===== config.mk =====
export PLATFORM = sky130hd
export DESIGN_NAME = dat_write_buf
export DESIGN_NICKNAME = d
export VERILOG_FILES = /design/src/rtl/dat_write_buf.sv
export SDC_FILE = /design/constraint.sdc
export NUM_CORES = 1
export LEC_CHECK = 0
export ABC_AREA = 1
export CAP_MARGIN = 10
export CORE_MARGIN = 5
export CORE_UTILIZATION = 35
export DETAILED_ROUTE_END_ITERATION = 7
export GPL_TIMING_DRIVEN = 0
export SLEW_MARGIN = 30
export SYNTH_ARGS = -nofsm -noshare
export SYNTH_HDL_FRONTEND = slang
export SYNTH_SLANG_ARGS = --single-unit

===== constraint.sdc =====
create_clock -name clk -period 1.7 [get_ports clk]
set_input_delay 0.34 -clock clk [delete_from_list [all_inputs] [get_ports clk]]
set_output_delay 0.34 -clock clk [all_outputs]
set_load 0.03 [all_outputs]

===== src/rtl/dat_write_buf.sv =====
// Narrow-to-wide write packer: collects lane writes into one wide word with a
// per-lane written mask, then holds it for a valid/ready handshake downstream.
module dat_write_buf #(
  parameter  int WIDTH_DATA_IN  = 8,
  parameter  int WIDTH_DATA_OUT = 32,
  localparam int LANES          = WIDTH_DATA_OUT / WIDTH_DATA_IN,
  localparam int WIDTH_ADDR     = $clog2(LANES)
) (
  input  logic                      clk,
  input  logic                      rst_n,
  input  logic                      iVld,
  output logic                      oRdy,
  input  logic [WIDTH_ADDR-1:0]     iAddr,
  input  logic [WIDTH_DATA_IN-1:0]  iDat,
  input  logic                      iFlush,
  output logic                      oVld,
  input  logic                      iRdy,
  output logic [WIDTH_DATA_OUT-1:0] oDat,
  output logic [LANES-1:0]          oMask
);

  if ((WIDTH_DATA_OUT % WIDTH_DATA_IN) != 0 || LANES < 2) begin : g_param_check
    $error("WIDTH_DATA_OUT must be an integer multiple (>=2) of WIDTH_DATA_IN");
  end

  typedef enum logic {
    FILL = 1'b0,
    EMIT = 1'b1
  } state_e;

  state_e                    state_q, state_d;
  logic [WIDTH_DATA_OUT-1:0] dat_q,   dat_d;
  logic [LANES-1:0]          mask_q,  mask_d;
  logic                      wr_acc;

  assign wr_acc = iVld && (state_q == FILL);

  always_ff @(posedge clk or negedge rst_n) begin
    if (!rst_n) begin
      state_q <= FILL;
      dat_q   <= '0;
      mask_q  <= '0;
    end else begin
      state_q <= state_d;
      dat_q   <= dat_d;
      mask_q  <= mask_d;
    end
  end

  always_comb begin
    state_d = state_q;
    dat_d   = dat_q;
    mask_d  = mask_q;
    unique case (state_q)
      FILL: begin
        // Out-of-range lane indices match no k and are silently dropped.
        for (int k = 0; k < LANES; k++) begin
          if (wr_acc && (iAddr == k[WIDTH_ADDR-1:0])) begin
            dat_d[k*WIDTH_DATA_IN +: WIDTH_DATA_IN] = iDat;
            mask_d[k]                               = 1'b1;
          end
        end
        if (&mask_d) begin
          state_d = EMIT;
        end else if (iFlush && (|mask_d)) begin
          state_d = EMIT;
        end
      end
      EMIT: begin
        if (iRdy) begin
          state_d = FILL;
          dat_d   = '0;
          mask_d  = '0;
        end
      end
      default: state_d = FILL;
    endcase
  end

  assign oVld  = (state_q == EMIT);
  assign oRdy  = (state_q == FILL);
  assign oDat  = dat_q;
  assign oMask = mask_q;

endmodule


======== Yosys cells after proc, flatten, opt, wreduce, memory -nomap -nowiden ========
Index checks and enable logic that the tools add are counted.
cells by class
  equal/unequal tests ..................... 8
  mux-type cells .......................... 20
  bitwise logic cells ..................... 1
  reduce and logical (&&, ||, !) cells .... 13
operator list
  kind                  count
  $pmux W32 S2          1
  $mux W32              1
  $mux W8               4
  $mux W1               11
  $ne A2 B1 Y1 const B  4
  $pmux W4 S2           1
  $reduce_and A2 Y1     4
  $logic_and A1 B1 Y1   6
  $eq A2 B2 Y1 const B  2
  $mux W4               1
  $reduce_and A4 Y1     1
  $reduce_or A4 Y1      1
  $eq A2 B1 Y1 const B  1
  $logic_not A2 Y1      1
  $ne A2 B2 Y1 const B  1
  $pmux W1 S2           1
  $not A1 Y1            1
storage, ports and cells
  bits in registers ....................... 37
  output and inout bits ................... 38
  word-level logic and storage cells ...... 48

======== Logic depth before layout (Yosys ltp) ========
Gate-level depths: netlist of run 1.
  word-level depth ........................ 10
  gate-level depth with buffers ........... 8
  depth with buffers taken out ............ 8

======== Worst setup path after synthesis of run 1 ========
No wires, ideal clock.
  kind .................................... reg2reg
  start point ............................. register state_q (netlist: oVld)
  end point ............................... register dat_q[30] (netlist: oDat[30])
  setup time .............................. 0.120 ns
  arrival time ............................ 1.206 ns
  setup slack ............................. 0.374 ns
  cell stages (with the launch flop) ...... 6
  cell sequence ........................... dfrtp_1 > nor2_4 > nand2_4 > buf_6 > nand3_1 > o21ai_2
between the ends
  longest elaborated chain between the ends .. 5
  elaborated cells on any way between the ends .. 7
ends and longest elaborated chain
  element                             line  RTL
  start, declared                     31    state_e state_q, state_d;
  start signal, assigned              44    state_q <= state_d;
  $not A1 Y1                          --
  $logic_and A1 B1 Y1                 36    assign wr_acc = iVld && (state_q == FILL);
  $logic_and A1 B1 Y1                 58    if (wr_acc && (iAddr == k[WIDTH_ADDR-1:0])) begin
  $ne A2 B1 Y1 (no source line)       --
  $reduce_and A2 Y1 (no source line)  --
  end signal, assigned                45    dat_q <= dat_d;
  end, declared                       32    logic [WIDTH_DATA_OUT-1:0] dat_q, dat_d;
Parallel ways exist; a longest one is shown, timed or not.
A chain may end at the register's enable or synchronous reset.

======== Final worst setup path of run 1 ========
  start point ............................. register dat_q[10] (netlist: oDat[10])
  end point ............................... output oDat[10]
RTL lines
  element        line  RTL
  end, declared  18    output logic [WIDTH_DATA_OUT-1:0] oDat,
No word-level cell between the ends.

==> results.md, run 1 <==
- Outcome: finished clean
- Maximum vdd drop: 0.000685 V
- IO Count: 53
- Quantity of I/O buffers inserted on ports: 52
- Xor and xnor area share after synthesis: 0%
- Number of cells in the design after placement: approximately 260
- Buffers plus inverters on the worst setup path: 1
- Number of instances in the synthesized netlist: about 160
- GRT Total Usage: 15.3%
- Post-detailed-route wirelength per cell: 16.2 um
- Worst slew pin tran: 0.465 ns
- Fin cells: 272
- Final setup margin: approximately 0.035 ns
- Sequential fraction of the synthesis area: 57.0%
- Number of pins exceeding their max-slew limit in the final report: 0
- Clock tree sinks: 37
- Total die area: 6110 um^2
- Layout cell share with drive strength beyond 1: 19.5%
- Flip-flop and latch count after synthesis: 37
- Count of synthesis-stage warnings from yosys: 0
- Effective utilization at floorplan: 36.6%
- Antenna cells: 0
- Top-area cell type share of the netlist area: between 50% and 60%
- Critical path cell sequence: clkdlybuf4s50_1
- Endpoint required time on the critical path: 1.36 ns
- Final-layout setup total negative slack: 0 ns
- Total power consumption of the routed design: 3.77 mW
- Cell taking the most area after synthesis: sky130_fd_sc_hd__dfrtp_1
- Most common cell after layout, fill and taps aside: sky130_fd_sc_hd__dfrtp_1
- Synth cell types: 16
- Final count of hold timing violations: 0
- Maximum fanout count along the critical path: 2
- Placed cell areas: 2230 um^2
- Detailed-placement wirelength estimate: between 3000 and 4000 um
- Type of the worst setup path: reg2out
- Final-report setup violation count: 0
- Hold slack final: around 0.52 ns
- Cell type of the slowest stage on the worst timing path: sky130_fd_sc_hd__clkdlybuf4s50_1
- Standard cell core area: about 4400 um^2
- TritonCTS buffer count: 5
- Maximum achievable frequency: around 600 MHz
- Data arrival time at the worst-slack endpoint: about 1.3 ns
- Via-to-Cell Ratio: 4.91
- Via count of the first global-routing pass: 1,386
- Average cell area after synthesis: 10.3 um^2
- Initial antenna violation count: 0
- Count of TritonRoute iterations in the first routing pass: 4
- Max_slew headroom: between 60% and 70%
- Startpoint type of the worst setup path: flop
- Cell area after technology mapping: 1630 um^2
- Worst min-delay path category: in2async
- Post-Synth Simple-Gate Area: 20.6%
- Layout overhead on the synthesized area: 47.3%
- Shortest clock period the worst path allows after layout: 1.67 ns
- Post-Synthesis Net Count: 173
- Final routed DRC violation total: 0
- Pin count of the biggest net entering global routing: 23
- H-tree depth: 2
- Post-CTS setup buffer count: 0
- Area of all placed cells without fillers: ~2400 um^2
- Power per cell area: 1570 nW/um^2
- Die Ht: just under 80 um
- Family with the most delay on the worst path: buffers and inverters
- Synthesized-area fraction occupied by ao, oa, aoi and oai cells: 14.8%
- CP max stage delay: between 0.6 and 0.7 ns
- Combinational family with the most area after synthesis: simple AND/OR/NAND/NOR gates
- Count of routing violations after the opening detailed-route iteration: approximately 90
- Fraction of the cycle the final worst path needs: between 90 and 100%
- Remaining global-route overflow: 0
- Number of nets in the final layout: 234
- Chip Width: approximately 78 um
- Count of standard-cell rows: 24
- Clock Skew: 0.00242 ns
- Count of max-cap constraint violations: 0
- Number of routed nets with antenna violations: 0
- Routed wire length: 4400 um
- Buffer type at the clock tree root: sky130_fd_sc_hd__clkbuf_8
- CTS tree: done
- LEAKAGE: 1.52 nW
- Clock tree buffer depth: 2
- Clk Latency, worst-skew pair: approximately 0.29 ns
- Unrepaired setup endpoints after global routing: no
- Arithmetic-cell share of the synthesized area counting full adders, half adders and majority gates: 0%
- Final Util: between 50% and 60%
- Count of fill cells added during filler insertion: 406
- Post-CTS clock slew at the launch and capture registers of the worst setup and hold paths: 0.07 ns
- Largest cells by area after synthesis: sky130_fd_sc_hd__dfrtp_1 57%, sky130_fd_sc_hd__nand3_1 10%, sky130_fd_sc_hd__o21ai_2 8.6%
- Commonest cells after routing, fill and taps aside: 37 x sky130_fd_sc_hd__dfrtp_1, 33 x sky130_fd_sc_hd__nand3_1, 27 x sky130_fd_sc_hd__dlymetal6s2s_1, 22 x sky130_fd_sc_hd__clkdlybuf4s50_1, 17 x sky130_fd_sc_hd__inv_1
- Share of cell area taken by muxes after synthesis: 0%
- Crit path capture type: output pin
- Minimum setup slack after placement: -0.000603 ns
- First-pass GRT wire length: 7340 um
- Placer's final routability congestion estimate: 0.877
- Total number of vias: 1,336
## repair_timing
| item | 4_1_cts | 5_1_grt |
|---|---|---|
| hold buffers | 1 | 0 |
| endpoints found under the hold margin | 15 | 0 |
| resized for setup | 2 | 27 |
| setup endpoints to repair | 2 | 27 |
## per-layer routing
layer | track usage (%) | vias to the layer above | wire (um)
li1 | - | 648 | -
met1 | 20.0 | 632 | 1860
met2 | 24.4 | 48 | 2160
met3 | 5.15 | 8 | 305
met4 | 4.02 | 0 | 75
met5 | 0 | - | 0
## synthesized netlist by cell type
cell,n
sky130_fd_sc_hd__inv_2,1
sky130_fd_sc_hd__nand2_2,3
sky130_fd_sc_hd__dfrtp_1,37
sky130_fd_sc_hd__o21ai_2,16
sky130_fd_sc_hd__nand3_1,33
sky130_fd_sc_hd__o21ai_0,4
sky130_fd_sc_hd__nor2_1,7
sky130_fd_sc_hd__nor2_2,1
sky130_fd_sc_hd__o21ai_1,16
sky130_fd_sc_hd__buf_6,4
sky130_fd_sc_hd__nand2_1,8
sky130_fd_sc_hd__nand2_4,6
sky130_fd_sc_hd__inv_1,17
sky130_fd_sc_hd__nor2_4,1
sky130_fd_sc_hd__clkbuf_1,3
sky130_fd_sc_hd__nand3_2,1
## path summary, 6_finish.rpt
path	startpoint	end	slack [ns]	cells after the start
setup reg to reg	oVld	oDat[9]	0.33	4
hold / removal	rst_n	oMask[0]	0.52	2
hold reg to reg	oDat[12]	oDat[12]	0.52	2
max in group asynchronous	rst_n	oDat[16]	0.73	3
setup / recovery	oDat[10]	oDat[10]	0.03	1
min in group clk	oDat[12]	oDat[12]	0.52	2
## cell families after synthesis
| group | Yosys count |
|---|---|
| AND/OR/NAND/NOR | 60 |
| flip-flops | 37 |
| AO/OA/AOI/OAI | 36 |
| buffers and inverters | 25 |
## state kept, by name (all words and copies together) (netlist names)
name / count
oVld: 1
oMask: 4
oDat: 32
## where the power goes
group | total [mW] | switching (mW) | internal [mW]
combinational | 1.87 | 1.16 | 0.703
sequential | 1.31 | 0.165 | 1.15
clock | 0.588 | 0.306 | 0.282
## final cells by class
type,count,area (um^2),share of cell area [%]
Inverter,18,67.6,2.82
Multi-Input combinational cell,96,576,24.0
Timing Repair Buffer,54,618,25.8
Clock buffer,5,68.8,2.87
Sequential cell,37,926,38.7
Buffer,7,56.3,2.35
Clock inverter,3,17.5,0.731
Tap cell,52,65.1,2.72
Power figures use the tool's default switching activity.
==> run 2, diff against run 1 <==
- CORE_UTILIZATION: 35 -> 45
- PLACE_DENSITY: default -> 0.78
==> run 2 against run 1 <==
  * Combinational power fell by 9%
  * Routed wire length down 8.4%
  * Sequential cell count unchanged
  * Sequential power about the same
  * Register-to-register slack hardly changed
  * Global-route usage is 2.4 points higher
  * Critical path depth up 1
  * Largest cell class unchanged
==> results.md, run 2 (same netlist as run 1, synthesis figures left out) <==
- Number of nets in the final layout: 234 (unchanged)
- Count of standard-cell rows: 21 (-13%)
- Hold slack final: 0.409 ns (-0.107 ns)
- Clock tree buffer depth: 2 (unchanged)
- Count of routing violations after the opening detailed-route iteration: 83 (-5.7%)
- Worst slew pin tran: 0.469 ns (+0.00399 ns)
- Count of fill cells added during filler insertion: 299 (-26%)
- Number of routed nets with antenna violations: 0 (unchanged)
- Fin cells: 266 (-2.2%)
- Routed wire length: 4030 um (-8.4%)
- Data arrival time at the worst-slack endpoint: 1.29 ns (-0.04 ns)
- Shortest clock period the worst path allows after layout: 1.63 ns (-0.0397 ns)
- Die Ht: 70.1 um (-10%)
- Endpoint required time on the critical path: 1.36 ns (about the same)
- GRT Total Usage: 17.7% (+2.4 points)
- P_int: 2.05 mW (-3.9%)
- Quantity of I/O buffers inserted on ports: 52 (unchanged)
- CTS tree: done
- Fraction of the cycle the final worst path needs: 95.6% (-2.3 points)
- Standard cell core area: 3420 um^2 (-23%)
- Initial antenna violation count: 0 (unchanged)
- Switching power of the nets: 1.61 mW (-1.5%)
- Via-to-Cell Ratio: 5.04 (+2.6%)
- Clk Latency, worst-skew pair: 0.35 ns (+0.06 ns)
- Worst min-delay path category: in2async
- Max_slew headroom: 68.8% (-0.27 points)
- Antenna cells: 0 (unchanged)
- Commonest cells after routing, fill and taps aside: 37 x sky130_fd_sc_hd__dfrtp_1, 37 x sky130_fd_sc_hd__dlygate4sd2_1, 33 x sky130_fd_sc_hd__nand3_1, 17 x sky130_fd_sc_hd__inv_1
- Remaining global-route overflow: 0 (unchanged)
- Total power consumption of the routed design: 3.66 mW (-2.9%)
- IO Count: 53 (unchanged)
- Net switching fraction of the power: 44.0% (+0.63 points)
- Total number of vias: 1,341 (+0.37%)
- Pin count of the biggest net entering global routing: 26 (+13%)
- Number of cells in the design after placement: 257 (-2.3%)
- Effective utilization at floorplan: 47.6% (+11 points)
- Startpoint type of the worst setup path: flop
- Placer's final routability congestion estimate: 0.831 (-5.2%)
- TritonCTS buffer count: 5 (unchanged)
- Minimum setup slack among reg-to-reg paths: 0.34 ns (about the same)
- Endpoint of the most critical register-to-register path: oDat[21]
- Chip Width: 70.1 um (-10%)
- Maximum vdd drop: 0.000770 V (+13%)
- Fraction of power consumed by combinational cells: 46.8% (-2.7 points)
- Critical R2R Launch: oVld
- Sequential group share of total power: 35.5% (+0.6 points)
- Clock tree sinks: 37 (unchanged)
- Maximum fanout count along the critical path: 8 (+6)
- Final count of hold timing violations: 0 (unchanged)
- Number of pins exceeding their max-slew limit in the final report: 0 (unchanged)
- H-tree depth: 2 (unchanged)
- Layout overhead on the synthesized area: 40.3%
- First-pass GRT wire length: 6870 um (-6.4%)
- LEAKAGE: 1.22 nW (-20%)
- Maximum achievable frequency: 615 MHz (+2.4%)
- Final-report setup violation count: 0 (unchanged)
- Total die area: 4910 um^2 (-20%)
- Outcome: finished clean
- Type of the worst setup path: reg2out
- Count of TritonRoute iterations in the first routing pass: 4 (unchanged)
- Crit path capture type: output pin
- Worst-case reg-to-reg path depth: 4 (unchanged)
- Via count of the first global-routing pass: 1,449 (+4.5%)
- Proportion of power drawn by the clock network: 17.6% (+2.0 points)
- Clock Skew: 0.0178 ns (+0.0154 ns)
- Final routed DRC violation total: 0 (unchanged)
- Count of max-cap constraint violations: 0 (unchanged)
- Layout cell share with drive strength beyond 1: 20.0% (+0.45 points)
- Flip-flop count of the largest register, all copies and words added: 32 (unchanged)
- Unrepaired setup endpoints after global routing: no
- Post-detailed-route wirelength per cell: 15.1 um (-6.4%)
- Detailed-placement wirelength estimate: 3100 um (-6.8%)
- Power per cell area: 1610 nW/um^2 (+2.0%)
- Post-CTS clock slew at the launch and capture registers of the worst setup and hold paths: 0.12 ns (+0.05 ns)
- Buffer type at the clock tree root: sky130_fd_sc_hd__clkbuf_4
## run 2: cell types whose count changed in the layout (fill, tap and decap cells not counted)
cell and change:
sky130_fd_sc_hd__clkbuf_4 +5, sky130_fd_sc_hd__clkinv_2 -2, sky130_fd_sc_hd__clkdlybuf4s50_1 -9, sky130_fd_sc_hd__dlymetal6s2s_1 -27, sky130_fd_sc_hd__bufinv_16 +1, sky130_fd_sc_hd__clkbuf_8 -4
sky130_fd_sc_hd__dlygate4sd2_1 +35, sky130_fd_sc_hd__clkdlybuf4s15_2 +1
## run 2: layout make-up
| class | instances | area, um^2 | share of cell area, % |
|---|---|---|---|
| inverter | 18 | 67.6 | 2.96 |
| buffer | 7 | 56.3 | 2.47 |
| clock buffer | 6 | 51.3 | 2.25 |
| sequential | 37 | 926 | 40.6 |
| multi-input combinational | 96 | 576 | 25.2 |
| clock inverter | 2 | 37.5 | 1.65 |
| tap | 46 | 57.6 | 2.52 |
| timing repair buffer | 54 | 508 | 22.3 |
## run 2: worst max path at each step
stage               depth (start not counted)  start        to  slack (ns)
floorplan                                   5   oVld  oDat[30]        0.37
global placement                            1  rst_n  oDat[15]       -0.45
detailed placement                          5   iRdy   oDat[3]     -0.0008
CTS                                         2   oVld      oRdy        0.07
global route                                2   oVld      oRdy       0.004
finish                                      2   oVld      oRdy        0.07
## run 2: worst max-delay path, cell delays in order, from the launching register on
cell	delay, ns
sky130_fd_sc_hd__dfrtp_1	0.46
sky130_fd_sc_hd__inv_2	0.16
sky130_fd_sc_hd__clkdlybuf4s15_2	0.32
## run 2: timing repair
item                                    in CTS  in global routing
hold endpoints to repair                    12                  0
endpoints found under the setup margin      38                  0
gates resized for setup                     40                  0
hold buffers                                 1                  0
setup buffers                                0                  0
## run 2: layer usage
metal	share of wire (%)	vias to the layer above	wire [um]	global-route usage, %
li1	-	648	-	-
met1	43	640	1740	22.0
met2	49	46	1950	29.0
met3	7.3	7	292	6.89
met4	0.94	0	38	4.04
met5	0	-	0	0
## run 2: power groups by stage
stage	sequential [mW]	clock [mW]	combinational, mW
after CTS	1.30	0.654	1.73
after global placement	1.32	0	1.86
after global routing	1.33	0.693	1.85
after detailed placement	1.33	0	1.92
after floorplan	1.86	0	0.596
final	1.30	0.645	1.71
## run 2: per-stage QoR
stage	util [%]	setup TNS, ns	area [um^2]	setup WS, ns
floorplan	-	0	1630	0.374
global placement	64.5	-16.78	2200	-0.455
finish	66.7	0	2280	0.0743
detailed placement	65.2	-0.000842	2230	-0.000834
CTS	66.7	0	2280	0.0668
global route	66.7	0	2280	0.00356
==> run 3, diff against run 2 <==
- CORE_ASPECT_RATIO: default -> 1.5
==> run 3 against run 2 <==
  * Design area rose by 2.6%
  * Final cell count fell by 1.9%
  * Clock power fell by 6.2%
  * Maximum frequency fell by 2.4%
  * Clock skew fell by 0.014 ns
  * Die area rose by 0.50%
  * Setup slack got worse by 0.040 ns
  * Combinational power rose by 9%
  * Via count rose by 2.8%
  * Critical path type unchanged
  * Critical endpoint is now oDat[14]
==> results.md, run 3 (same netlist as run 1, synthesis figures left out) <==
- Outcome: finished clean
- Count of max-cap constraint violations: 0 (unchanged)
- Effective utilization at floorplan: 47.1% (-0.45 points)
- Antenna cells: 0 (unchanged)
- Worst min-delay path category: in2async
- Count of standard-cell rows: 26 (+24%)
- Final Util: 67.9% (+1.1 points)
- GRT Total Usage: 18.3% (+0.63 points)
- First-pass GRT wire length: 6860 um (-0.20%)
- Worst-case reg-to-reg path depth: 4 (unchanged)
- Clock Skew: 0.00379 ns (-0.0140 ns)
- Routed wire length: 4240 um (+5.3%)
- Detailed-placement wirelength estimate: 3270 um (+5.6%)
- Pin count of the biggest net entering global routing: 31 (+19%)
- Flip-flop count of the largest register, all copies and words added: 32 (unchanged)
- Chip Width: 59.1 um (-16%)
- Remaining global-route overflow: 0 (unchanged)
- Post-CTS setup buffer count: 0 (unchanged)
- Minimum setup slack among reg-to-reg paths: 0.39 ns (+0.05 ns)
- Worst slew pin tran: 0.454 ns (-0.0146 ns)
- Commonest cells after routing, fill and taps aside: 37 x sky130_fd_sc_hd__dfrtp_1, 36 x sky130_fd_sc_hd__clkdlybuf4s50_1, 33 x sky130_fd_sc_hd__nand3_1, 17 x sky130_fd_sc_hd__inv_1
- Final-layout setup total negative slack: 0 ns (unchanged)
- Data arrival time at the worst-slack endpoint: 1.33 ns (+0.04 ns)
- Hold slack final: 0.445 ns (+0.0354 ns)
- Count of TritonRoute iterations in the first routing pass: 4 (unchanged)
- Number of nets in the final layout: 234 (unchanged)
- Layout overhead on the synthesized area: 44.0%
- Fraction of the cycle the final worst path needs: 98.0% (+2.3 points)
- Type of the worst setup path: reg2out
- IO Count: 53 (unchanged)
- Post-CTS clock slew at the launch and capture registers of the worst setup and hold paths: 0.07 ns (-0.05 ns)
- Total die area: 4940 um^2 (+0.50%)
- Critical R2R Launch: oVld
- Most common cell after layout, fill and taps aside: sky130_fd_sc_hd__dfrtp_1
- Endpoint required time on the critical path: 1.36 ns (about the same)
- Die Ht: 83.6 um (+19%)
- Clock tree buffer depth: 2 (unchanged)
- Standard cell core area: 3450 um^2 (+0.95%)
- Layout cell share with drive strength beyond 1: 18.7% (-1.3 points)
- Total number of vias: 1,378 (+2.8%)
- CP max stage delay: 0.67 ns (+0.21 ns)
- Placer's final routability congestion estimate: 0.772 (-7.2%)
- Maximum fanout count along the critical path: 2 (-6)
- Endpoint of the most critical register-to-register path: oDat[6]
- Via-to-Cell Ratio: 5.28 (+4.7%)
- Maximum achievable frequency: 600 MHz (-2.4%)
- Maximum vdd drop: 0.000952 V (+24%)
- LEAKAGE: 1.29 nW (+5.6%)
- Final-report setup violation count: 0 (unchanged)
- Final count of hold timing violations: 0 (unchanged)
- Startpoint type of the worst setup path: flop
- Final routed DRC violation total: 0 (unchanged)
- Number of routed nets with antenna violations: 0 (unchanged)
- Clock tree sinks: 37 (unchanged)
- Total power consumption of the routed design: 3.78 mW (+3.3%)
- Quantity of I/O buffers inserted on ports: 52 (unchanged)
- H-tree depth: 2 (unchanged)
- Buffer type at the clock tree root: sky130_fd_sc_hd__clkbuf_8
- Post-detailed-route wirelength per cell: 16.2 um (+7.3%)
- Family with the most delay on the worst path: buffers and inverters
- Cell type of the slowest stage on the worst timing path: sky130_fd_sc_hd__clkdlybuf4s50_1
- Number of pins exceeding their max-slew limit in the final report: 0 (unchanged)
- Count of routing violations after the opening detailed-route iteration: 67 (-19%)
- Buffers plus inverters on the worst setup path: 1 (-1)
- Via count of the first global-routing pass: 1,395 (-3.7%)
- Critical path cell sequence: clkdlybuf4s50_1
- Crit path capture type: output pin
- CTS tree: done
- TritonCTS buffer count: 5 (unchanged)
- Shortest clock period the worst path allows after layout: 1.67 ns (+0.0397 ns)
- Initial antenna violation count: 0 (unchanged)
- Max_slew headroom: 69.7% (+0.97 points)
- Power per cell area: 1620 nW/um^2 (+0.67%)
- Clk Latency, worst-skew pair: 0.28 ns (-0.07 ns)
run 3: changes by cell type in the layout (fill, tap and decap cells not counted):
cell / change
sky130_fd_sc_hd__clkbuf_1: +1
sky130_fd_sc_hd__clkinvlp_4: -1
sky130_fd_sc_hd__clkdlybuf4s50_1: +23
sky130_fd_sc_hd__dlymetal6s2s_1: +13
sky130_fd_sc_hd__dlygate4sd2_1: -35
sky130_fd_sc_hd__clkbuf_4: -5
sky130_fd_sc_hd__clkdlybuf4s15_2: -1
sky130_fd_sc_hd__bufinv_16: -1
sky130_fd_sc_hd__buf_12: +1
sky130_fd_sc_hd__buf_16: -1
sky130_fd_sc_hd__clkbuf_8: +5
run 3: through the flow:
step | std cells | setup slack [ns] | area (um^2)
global route | 261 | -0.00484 | 2340
global placement | 252 | -0.463 | 2200
floorplan | 158 | 0.374 | 1630
CTS | 261 | 0.00254 | 2310
finish | 261 | 0.0346 | 2340
detailed placement | 253 | 0.0243 | 2210
run 3: worst max-delay path by stage:
stage                        start       end  slack [ns]  cells past startpoint
final                     oDat[14]  oDat[14]        0.03                      1
after global routing      oDat[26]  oDat[26]      -0.005                      1
after CTS                  oDat[8]   oDat[8]       0.003                      1
after detailed placement      iVld  oDat[30]        0.02                      7
after global placement       rst_n   oDat[4]       -0.46                      1
after floorplan               oVld  oDat[30]        0.37                      5
run 3: power breakdown:
group / total, mW / internal (mW) / switching, mW
Combinational: 1.87 / 0.718 / 1.15
Sequential: 1.31 / 1.15 / 0.163
Clock: 0.605 / 0.321 / 0.284
Total: 3.78 / 2.19 / 1.59
run 3: layout make-up:
type / instances / area [um^2]
tap: 42 / 52.6
timing repair buffer: 54 / 576
multi-input combinational: 96 / 576
fill: 284 / 1110
inverter: 18 / 67.6
clock buffer: 7 / 86.3
sequential: 37 / 926
buffer: 7 / 56.3
run 3: what timing repair did:
| item | in CTS | in global routing |
|---|---|---|
| endpoints found under the hold margin | 7 | 0 |
| endpoints found under the setup margin | 2 | 13 |
| hold buffers | 1 | 0 |
| resized for setup | 2 | 13 |
run 3: routing by layer:
metal	track usage, %	vias to the layer above	part of all wire (%)
met2	31.6	62	53
li1	-	655	-
met4	4.95	0	1.6
met3	5.57	8	7.3
met5	0	-	0
met1	21.3	653	39
